$ cat config.mk
export PLATFORM = sky130hd
export DESIGN_NAME = ahb_to_apb_bridge
export DESIGN_NICKNAME = d
export VERILOG_FILES = /design/src/rtl/bus_pkg.sv /design/src/rtl/apb_psel_decode.sv /design/src/rtl/ahb_to_apb_bridge.sv
export SDC_FILE = /design/constraint.sdc
export NUM_CORES = 1
export LEC_CHECK = 0
export CORE_AREA = 8 8 106 108
export DETAILED_ROUTE_END_ITERATION = 10
export DIE_AREA = 0 0 114 116
export GPL_TIMING_DRIVEN = 0
export PLACE_DENSITY = 0.82
export SYNTH_ARGS = -nofsm -noshare
export SYNTH_HDL_FRONTEND = slang
export SYNTH_SLANG_ARGS = --single-unit
$ cat constraint.sdc
create_clock -name clk -period 2.7 [get_ports clk]
set_clock_uncertainty 0.05 [all_clocks]
set_input_delay 0.54 -clock clk [delete_from_list [all_inputs] [get_ports clk]]
set_output_delay 0.54 -clock clk [all_outputs]
set_load 0.03 [all_outputs]
$ cat src/rtl/bus_pkg.sv
`default_nettype none
// bus_pkg: AHB-lite transfer/response encodings and the bridge FSM state type.
// Rev 1.0
package bus_pkg;

  localparam logic [1:0] HTRANS_IDLE   = 2'b00;
  localparam logic [1:0] HTRANS_BUSY   = 2'b01;
  localparam logic [1:0] HTRANS_NONSEQ = 2'b10;
  localparam logic [1:0] HTRANS_SEQ    = 2'b11;

  localparam logic HRESP_OKAY  = 1'b0;
  localparam logic HRESP_ERROR = 1'b1;

  // Largest hsize the 32-bit APB side can carry (word).
  localparam logic [2:0] HSIZE_MAX = 3'd2;

  typedef enum logic [2:0] {
    ST_IDLE   = 3'd0,
    ST_SETUP  = 3'd1,
    ST_ACCESS = 3'd2,
    ST_ERR1   = 3'd3,
    ST_ERR2   = 3'd4
  } bridge_state_e;

endpackage
`default_nettype wire

$ cat src/rtl/apb_psel_decode.sv
`default_nettype none
// apb_psel_decode: slave index -> one-hot APB select, plus out-of-range flag.
// Rev 1.0
module apb_psel_decode #(
  parameter int NSLV  = 4,
  parameter int IDX_W = 2
) (
  input  logic [IDX_W-1:0] idx_i,
  output logic [NSLV-1:0]  psel_o,
  output logic             oob_o
);

  // One extra bit so NSLV == 2**IDX_W still compares correctly.
  localparam logic [IDX_W:0] NSLV_C = (IDX_W+1)'(NSLV);

  assign oob_o = ({1'b0, idx_i} >= NSLV_C);

  for (genvar i = 0; i < NSLV; i++) begin : g_sel
    localparam logic [IDX_W-1:0] SEL_IDX = IDX_W'(i);
    assign psel_o[i] = (idx_i == SEL_IDX);
  end

endmodule
`default_nettype wire

$ cat src/rtl/ahb_to_apb_bridge.sv
`default_nettype none
// ahb_to_apb_bridge: AHB-lite slave to APB master, fixed SETUP/ACCESS per transfer.
// Rev 1.0
module ahb_to_apb_bridge
  import bus_pkg::*;
#(
  parameter int NSLV      = 4,
  parameter int IDX_W     = 2,
  parameter int SLV_SHIFT = 12,
  parameter int APB_AW    = 12
) (
  input  logic               clk,
  input  logic               reset_n,
  input  logic               hsel,
  input  logic [31:0]        haddr,
  input  logic [1:0]         htrans,
  input  logic               hwrite,
  input  logic [2:0]         hsize,
  input  logic [31:0]        hwdata,
  input  logic               hready_in,
  output logic               hreadyout,
  output logic               hresp,
  output logic [31:0]        hrdata,
  output logic [NSLV-1:0]    apb_psel,
  output logic               apb_penable,
  output logic               apb_pwrite,
  output logic [APB_AW-1:0]  apb_paddr,
  output logic [31:0]        apb_pwdata,
  input  logic [NSLV*32-1:0] apb_prdata
);

  bridge_state_e     state_q, state_d;
  logic [NSLV-1:0]   psel_q, psel_d, dec_psel;
  logic [APB_AW-1:0] paddr_q, paddr_d;
  logic              pwrite_q, pwrite_d;
  logic [31:0]       pwdata_q, pwdata_d;
  logic              dec_oob, addr_valid, size_err;
  logic              haddr_unused;

  apb_psel_decode #(.NSLV(NSLV), .IDX_W(IDX_W)) u_dec (
    .idx_i  (haddr[SLV_SHIFT +: IDX_W]),
    .psel_o (dec_psel),
    .oob_o  (dec_oob)
  );

  assign addr_valid   = hsel & hready_in & ((htrans == HTRANS_NONSEQ) | (htrans == HTRANS_SEQ));
  assign size_err     = (hsize > HSIZE_MAX);
  assign haddr_unused = ^haddr;

  always_ff @(posedge clk) begin
    if (!reset_n) begin
      state_q  <= ST_IDLE;
      psel_q   <= '0;
      paddr_q  <= '0;
      pwrite_q <= 1'b0;
      pwdata_q <= '0;
    end else begin
      state_q  <= state_d;
      psel_q   <= psel_d;
      paddr_q  <= paddr_d;
      pwrite_q <= pwrite_d;
      pwdata_q <= pwdata_d;
    end
  end

  always_comb begin
    state_d     = state_q;
    psel_d      = psel_q;
    paddr_d     = paddr_q;
    pwrite_d    = pwrite_q;
    pwdata_d    = pwdata_q;
    hreadyout   = 1'b1;
    hresp       = HRESP_OKAY;
    apb_penable = 1'b0;
    apb_pwdata  = pwdata_q;
    case (state_q)
      ST_SETUP: begin
        state_d    = ST_ACCESS;
        pwdata_d   = hwdata;
        hreadyout  = 1'b0;
        apb_pwdata = hwdata;
      end
      ST_ERR1: begin
        state_d   = ST_ERR2;
        hreadyout = 1'b0;
        hresp     = HRESP_ERROR;
      end
      default: begin
        // IDLE, ACCESS and ERR2 all accept a new address phase.
        if (state_q == ST_ACCESS) apb_penable = 1'b1;
        if (state_q == ST_ERR2)   hresp       = HRESP_ERROR;
        if (addr_valid) begin
          if (dec_oob | size_err) begin
            state_d = ST_ERR1;
            psel_d  = '0;
          end else begin
            state_d  = ST_SETUP;
            psel_d   = dec_psel;
            paddr_d  = haddr[APB_AW-1:0];
            pwrite_d = hwrite;
          end
        end else begin
          state_d = ST_IDLE;
          psel_d  = '0;
        end
      end
    endcase
  end

  always_comb begin
    hrdata = '0;
    if (state_q == ST_ACCESS) begin
      for (int i = 0; i < NSLV; i++) begin
        if (psel_q[i]) hrdata = hrdata | apb_prdata[32*i +: 32];
      end
    end
  end

  assign apb_psel   = psel_q;
  assign apb_paddr  = paddr_q;
  assign apb_pwrite = pwrite_q;

endmodule
`default_nettype wire
-- Yosys cells after proc, flatten, opt, wreduce, memory -nomap -nowiden
Cells that the tools add are included.
- register bits: 52
- word-level logic and storage cells: 45
- order comparisons: 1
- eq/ne operators: 9
- mux-type cells: 19
- bitwise logic cells: 8
- reduce and logical (&&, ||, !) cells: 3
- operators with widths (operator ; count):
    32-bit 2-to-1 mux ; 9
    32-bit bitwise OR ; 3
    2-bit equality test (second input constant) ; 4
    4-bit 2-to-1 mux ; 2
    3-bit by 2-bit equality test with 1-bit output (second input constant) ; 2
    3-bit case mux with 2 select lines ; 1
    1-bit 2-to-1 mux ; 4
    3-bit by 1-bit equality test with 1-bit output (second input constant) ; 1
    3-bit equality test (second input constant) ; 1
    3-bit by 2-bit greater-than comparator with 1-bit output (second input constant) ; 1
    3-bit 2-to-1 mux ; 1
    3-bit AND reduction ; 1
    1-bit AND ; 2
    2-bit by 1-bit equality test with 1-bit output (second input constant) ; 1
    2-bit zero test ; 1
    2-bit 2-to-1 mux ; 1
    1-bit inverter ; 2
    1-bit case mux with 2 select lines ; 1
    2-bit OR reduction ; 1
    1-bit bitwise OR ; 1

-- Longest topological paths before layout
Gate-level depths: netlist (run 1).
- depth in word-level cells: 11
- gate-level depth with buffers: 5
- depth with buffers taken out: 3

-- By module
A second synthesis (run 1) with hierarchy kept.
- cells, all modules: 313
- area, all modules: 2907.8 µm²
- by module, submodules not included (module ; times used ; cells an instance ; area an instance (µm²) ; seq. area each (µm²)):
    ahb_to_apb_bridge ; 1 ; 307 ; 2870.3 ; 1041.0
    apb_psel_decode ; 1 ; 6 ; 37.5 ; 0.0

-- Least setup slack after synthesis (run 1)
OpenSTA, ideal clock, no wires.
- path kind: register to output
- start: register psel_q[0], in the netlist apb_psel[0]
- end: output port hrdata[10]
- arrival: 1.640 ns
- data required time: 2.110 ns
- path slack: 0.470 ns
- stages on the path, launching flop included: 5
- cell sequence: dfxtp_1 > clkbuf_1 > clkbuf_1 > a22oi_1 > a21oi_1
- word-level cells in the longest chain between the ends: 11
- ends and longest elaborated chain (element ; RTL line ; text):
    start, declared ; ahb_to_apb_bridge.sv:33 ; logic [NSLV-1:0] psel_q, psel_d, dec_psel;
    start signal, assigned ; ahb_to_apb_bridge.sv:59 ; psel_q <= psel_d;
    32-bit 2-to-1 mux (*) ; ahb_to_apb_bridge.sv:114 ; if (psel_q[i]) hrdata = hrdata | apb_prdata[32*i +: 32];
    32-bit 2-to-1 mux (*) ; ahb_to_apb_bridge.sv:112 ; if (state_q == ST_ACCESS) begin
    32-bit bitwise OR ; ahb_to_apb_bridge.sv:114 ;
    32-bit 2-to-1 mux (*) ; ahb_to_apb_bridge.sv:114 ;
    32-bit 2-to-1 mux (*) ; ahb_to_apb_bridge.sv:112 ;
    32-bit bitwise OR ; ahb_to_apb_bridge.sv:114 ;
    32-bit 2-to-1 mux (*) ; ahb_to_apb_bridge.sv:114 ;
    32-bit 2-to-1 mux (*) ; ahb_to_apb_bridge.sv:112 ;
    32-bit bitwise OR ; ahb_to_apb_bridge.sv:114 ;
    32-bit 2-to-1 mux (*) ; ahb_to_apb_bridge.sv:114 ;
    32-bit 2-to-1 mux (*) ; ahb_to_apb_bridge.sv:112 ;
    end, declared ; ahb_to_apb_bridge.sv:23 ; output logic [31:0] hrdata,
Mark *: on every way between the ends. The rest lies on a longest branch, timed or not. The select of a mux whose other input is x is not followed.

-- Worst setup path after layout (run 1)
- start: register psel_q[0], in the netlist apb_psel[0]
- end: output port hrdata[23]
Same word-level chain as after synthesis.

==> results of run 1 <==
==> cells in the mapped netlist <==
master,instances,area (um2)
a21o_1,1,7.51
a21oi_1,32,160
a22o_2,1,10.0
a22oi_1,64,480
a32o_1,4,40.0
and2_1,32,200
and3_1,1,6.26
and3_2,1,7.51
and3b_1,2,17.5
buf_1,4,15.0
buf_12,1,20.0
buf_6,4,45.0
clkbuf_1,22,82.6
dfxtp_1,52,1040
inv_1,2,7.51
mux2_1,5,56.3
mux2_2,27,304
mux2i_1,13,130
nand2_1,27,101
nand3_1,1,5.00
nor2_1,2,7.51
nor2b_2,1,8.76
nor3_4,1,16.3
nor3b_1,3,22.5
nor3b_4,1,18.8
o21a_1,1,7.51
==> logic make-up after synthesis <==
family | after synthesis | share of synthesized area [%]
AOI/OAI and AO/OA | 103 | 25.0
buffers and inverters | 33 | 6.04
DFF | 52 | 36.9
muxes | 45 | 17.4
and+or+nand+nor | 72 | 14.6
==> routing by layer <==
| metal | wire [um] | global-route usage (%) |
|---|---|---|
| met5 | 0 | 0 |
| met4 | 212 | 4.70 |
| met3 | 1260 | 6.46 |
| met2 | 7010 | 35.6 |
| met1 | 5380 | 21.0 |
==> final cells by class <==
| class | instances | share of cell area [%] |
|---|---|---|
| tap | 133 | 2.93 |
| sequential | 52 | 18.3 |
| clock buffer | 6 | 1.28 |
| inverter | 2 | 0.132 |
| buffer | 31 | 3.17 |
| timing repair buffer | 267 | 45.7 |
| clock inverter | 2 | 0.242 |
| multi-input combinational | 220 | 28.3 |
==> metrics by stage <==
stage / hold WS (ps) / worst slack (ps) / instance area (um2) / util (%) / cells
global route: 441 / 1.05 / 5680 / 59.5 / 713
global placement: 391 / 45.5 / 5650 / 59.1 / 704
floorplan: 510 / 470 / 2820 / - / 305
detailed placement: 406 / -17.7 / 5650 / 59.1 / 704
finish: 420 / 92.1 / 5680 / 59.5 / 713
CTS: 423 / 4.14 / 5680 / 59.5 / 713
==> critical path: cells and delay by family, from the launching register on <==
kind,cells,cell delay [ps]
DFF,1,350
buffers and inverters,3,990
AOI/OAI and AO/OA,2,390
==> worst min-delay path by stage <==
stage	start	end	slack, ps	depth (start not counted)
4_1_cts	apb_paddr[11]	apb_paddr[11]	420	2
6_report	apb_paddr[11]	apb_paddr[11]	420	2
2_1_floorplan	state_q[1]	state_q[2]	510	1
3_5_place_dp	apb_paddr[11]	apb_paddr[11]	410	2
5_1_grt	apb_paddr[5]	apb_paddr[5]	440	2
3_3_place_gp	apb_paddr[11]	apb_paddr[11]	390	2
==> report_power, final <==
part           switching (mW)  leakage [nW]  internal (mW)
Clock                   0.262        0.0456          0.186
Combinational           0.149          1.84          0.293
Sequential            0.00541         0.420          0.781
Total                   0.416          2.31           1.26
==> flip-flops by register name, indices dropped and copies added, names as in the netlist <==
name	count
apb_paddr	12
apb_psel	4
state_q	3
apb_pwrite	1
pwdata_q	32
==> what timing repair did <==
item,4_1_cts,5_1_grt
buffers inserted,1,0
hold endpoints to repair,0,0
gates resized for setup,74,2
endpoints found under the setup margin,59,2
==> metrics, run 1 <==
Ant. Diodes=0; Tmin final=2610 ps; Crit. End Element=output pin; wire per inst=19.4 um; Layout area overhead=102%; vias in the first global route=3,658; critical-path cell list=clkbuf_1 > clkbuf_2 > a22oi_1 > a21oi_1 > dlygate4sd2_1; highest clock rate=0.383 GHz; die area=13,200 um2; post-synthesis sequential area ratio=36.9%; die height=116 um; H-Tree Depth=2; Setup Crit Path Kind=flip-flop to output pin; Avg Cell Area, Syn=9.24 um2; most frequent cells in the layout=205 x clkdlybuf4s50_1, 64 x a22oi_1, 60 x dlygate4sd2_1, 52 x dfxtp_1; fin. max-slew vios=0; nets=781; Final Hold Fails=0; filler cell count=885; I/O pin count=286; RSZ-0062 raised after global routing=no; Yosys Warn Count=0; crit path max-delay cell type=dlygate4sd2_1; max-cap violations=0; clk root buf=clkbuf_8; RR Endpoint=apb_paddr[9]; post-route setup TNS=0 ps; PwrDens=295 nW/um2; row count=36; Max-slew headroom=67.7%; PortBufs=266; cts bufs inserted=5; Num Clock Sinks=52; Via Count=3,456; most common cell after layout, fill and taps aside=clkdlybuf4s50_1; Sequential Area=1040 um2; Synth Register Bits=52; Worst EP required=2110 ps; final WL=13.9 mm; Final Cycle Share=96.6%; largest net degree at the start of global routing=17; Pleak=2.31 nW; beginning of the critical path=apb_psel[0]; crit path launch type=flip-flop; gpl congestion=0.938; CTS tree=built; Worst Hold Class=flip-flop to flip-flop; first-pass GRT wire length=20.4 mm; status=completed; CTS clk-pin slew, worst paths=100 ps; CTS Buffer Depth=2; RR Startpoint=state_q[0]; Cells after Synth=305; total chip power=1.68 mW; vias per cell=4.85; initial antenna violation count=0; internal reg-to-reg setup slack=1090 ps; VDD IR max=0.255 mV; DRC viols=0; worst setup path endpoint=hrdata[23]; core area=9550 um2; final setup violation count=0; multi-input logic area=1610 um2; Initial Util=29.5%; post-synth net total=507; CP Max Fanout=10; Netlist Area Pre-Place=2820 um2; slew at the pin with the worst max-slew slack=484 ps; Overall Global Routing Usage=19.4%; Hold-fix buffers, CTS=0; Crit path arrival time=2020 ps; Clk Latency, worst-skew pair=300 ps; GRT Residual Overflow=0; proportion of layout cells with a drive suffix above 1=10.2%; First DRT Iteration DRCs=270; Yosys cell types=26; Pre-antenna DRT Iters=4; Routed Antenna Nets=0; path depth of the worst reg2reg path=5; CP max stage delay=450 ps; post-DP HPWL=11.5 mm; die width=114 um
Note: power is estimated with default switching activity, not from simulation.
==> inputs of run 2 (changes only) <==
==> constraint.sdc (replaced) <==
create_clock -name clk -period 2.7 [get_ports clk]
set_clock_uncertainty 0.05 [all_clocks]
set_input_delay 0.675 -clock clk [delete_from_list [all_inputs] [get_ports clk]]
set_output_delay 0.675 -clock clk [all_outputs]
set_load 0.03 [all_outputs]
==> run 2 against run 1 <==
Against the previous run: non-clock buffer count increased by 7; via count increased by 2.3%; hold slack about the same; clock power about the same; fmax decreased by 0.12%; combinational power about the same; sequential share of layout area increased by 0.32 points; critical path type unchanged; critical endpoint is now apb_pwdata[15]; largest power group unchanged; highest routed layer unchanged.
==> metrics, run 2 (synthesized netlist as in run 1, its figures left out) <==
hold path depth=2 (unchanged); DP Area=5650 um2 (unchanged); highest clock rate=0.383 GHz (about the same); Worst Hold Class=flip-flop to flip-flop (unchanged); Hold-fix buffers, CTS=0 (unchanged); Tmin final=2610 ps (about the same); final WL=14.0 mm (was 13.9 mm); core area=9550 um2 (unchanged); Most flops, register=pwdata_q (unchanged); final setup violation count=0 (unchanged); first-pass GRT wire length=20.3 mm (was 20.4 mm); VDD IR max=0.255 mV (about the same); post-DP HPWL=11.5 mm (unchanged); wire per inst=19.4 um (about the same); critical-path cell list=nor3b_4 > buf_6 > mux2_2 > dlygate4sd2_1 (was clkbuf_1 > clkbuf_2 > a22oi_1 > a21oi_1 > dlygate4sd2_1); GRT Residual Overflow=0 (unchanged); I/O pin count=286 (unchanged); final non-filler cell total=720 (was 713); Worst EP required=1980 ps (was 2110 ps); Layout area overhead=98.1% (was 102%); slew at the pin with the worst max-slew slack=482 ps (was 484 ps); die area=13,200 um2 (unchanged); total chip power=1.68 mW (about the same); Core Util, Final=58.5% (was 59.5%); CP max stage delay=380 ps (was 450 ps); Crit. path cell count=4 (was 5); cell count after placement=704 (unchanged); CTS tree=built (unchanged); Sequential Area=1040 um2 (unchanged); Pre-antenna DRT Iters=5 (was 4); vias in the first global route=3,648 (was 3,658); post-route setup TNS=0 ps (unchanged); First DRT Iteration DRCs=288 (was 270); CTS clk-pin slew, worst paths=100 ps (about the same); die width=114 um (unchanged); largest net degree at the start of global routing=17 (unchanged); Routed Antenna Nets=0 (unchanged); Overall Global Routing Usage=19.4% (unchanged); Crit path arrival time=1890 ps (was 2020 ps); CP delay by family, top=buffers and inverters (unchanged); crit path max-delay cell type=dfxtp_1 (was dlygate4sd2_1); status=completed (unchanged); post-route cell area=5590 um2 (was 5680 um2); most common cell after layout, fill and taps aside=clkdlybuf4s50_1 (unchanged); Via Count=3,535 (was 3,456); Final Cycle Share=96.7% (was 96.6%); Num Clock Sinks=52 (unchanged); max FFs per register=32 (unchanged); most frequent cells in the layout=201 x clkdlybuf4s50_1, 64 x a22oi_1, 56 x clkbuf_2, 52 x dfxtp_1 (was 205 x clkdlybuf4s50_1, 64 x a22oi_1, 60 x dlygate4sd2_1, 52 x dfxtp_1); row count=36 (unchanged); die height=116 um (unchanged); Clk Latency, worst-skew pair=300 ps (about the same); initial antenna violation count=0 (unchanged); PwrDens=301 nW/um2 (was 295 nW/um2); Max-slew headroom=67.9% (was 67.7%); Final Hold Fails=0 (unchanged); fin. max-slew vios=0 (unchanged); multi-input logic area=1610 um2 (unchanged); Initial Util=29.5% (unchanged); filler cell count=880 (was 885); CP Max Fanout=7 (was 10); Ant. Diodes=0 (unchanged); clk root buf=clkbuf_8 (unchanged); Crit. End Element=output pin (unchanged); crit path launch type=flip-flop (unchanged); Pleak=2.19 nW (was 2.31 nW); proportion of layout cells with a drive suffix above 1=19.8% (was 10.2%); DRC viols=0 (unchanged); max-cap violations=0 (unchanged); WP buf/inv=2 (was 3); cts bufs inserted=5 (unchanged); path depth of the worst reg2reg path=5 (unchanged); CTS Buffer Depth=2 (unchanged); PortBufs=266 (unchanged); H-Tree Depth=2 (unchanged); Setup Crit Path Kind=flip-flop to output pin (unchanged); gpl congestion=0.938 (unchanged); vias per cell=4.91 (was 4.85); nets=788 (was 781)
## run 2: final timing paths
kind,slack (ps),end,startpoint
setup / recovery,90,apb_pwdata[15],state_q[0]
hold / removal,420,apb_paddr[11],apb_paddr[11]
setup reg to reg,1030,pwdata_q[3],state_q[0]
hold reg to reg,420,apb_paddr[11],apb_paddr[11]
## run 2: cell type report
class | instances | area share (%)
Timing Repair Buffer | 274 | 44.7
Inverter | 2 | 0.134
Clock buffer | 6 | 1.30
Multi-Input combinational cell | 220 | 28.8
Tap cell | 133 | 2.98
Sequential cell | 52 | 18.6
Buffer | 31 | 3.25
Clock inverter | 2 | 0.246
## run 2: per-layer routing
metal  vias up  global-route usage [%]  share of wire (%)
li1       1681                       -                  -
met1      1622                    21.1                 38
met2       210                    35.7                 51
met3        22                    6.31                9.7
met4         0                    4.53                1.5
met5         -                       0                  0
## run 2: metrics by stage
stage | hold slack (ps) | worst slack (ps)
6_report | 420 | 88.8
2_1_floorplan | 510 | 335
3_5_place_dp | 406 | -193
5_1_grt | 441 | -1.12
3_3_place_gp | 391 | -200
4_1_cts | 423 | 0.539
## run 2: what timing repair did
item / CTS / global route
endpoints found under the setup margin: 65 / 62
setup buffers: 1 / 7
gates resized for setup: 84 / 106
## run 2: where the power goes
part           leakage [nW]  switching [mW]  internal (mW)  total, mW
Combinational          1.73           0.151          0.294      0.445
Sequential            0.420         0.00541          0.781      0.786
Clock                0.0456           0.262          0.186      0.447
## run 2: worst register-to-register path, delay by kind of cell, from the launching register on
family / cells / cell delay, ps
AND/OR/NAND/NOR: 2 / 490
flip-flops: 1 / 380
buffers and inverters: 2 / 330
multiplexers: 1 / 330
==> inputs of run 3 (changes only) <==
Settings changed: CTS_CLUSTER_SIZE from default to 12.
==> results of run 3 <==
Same layout as run 2: the final DEF is identical, and so are final timing and power.
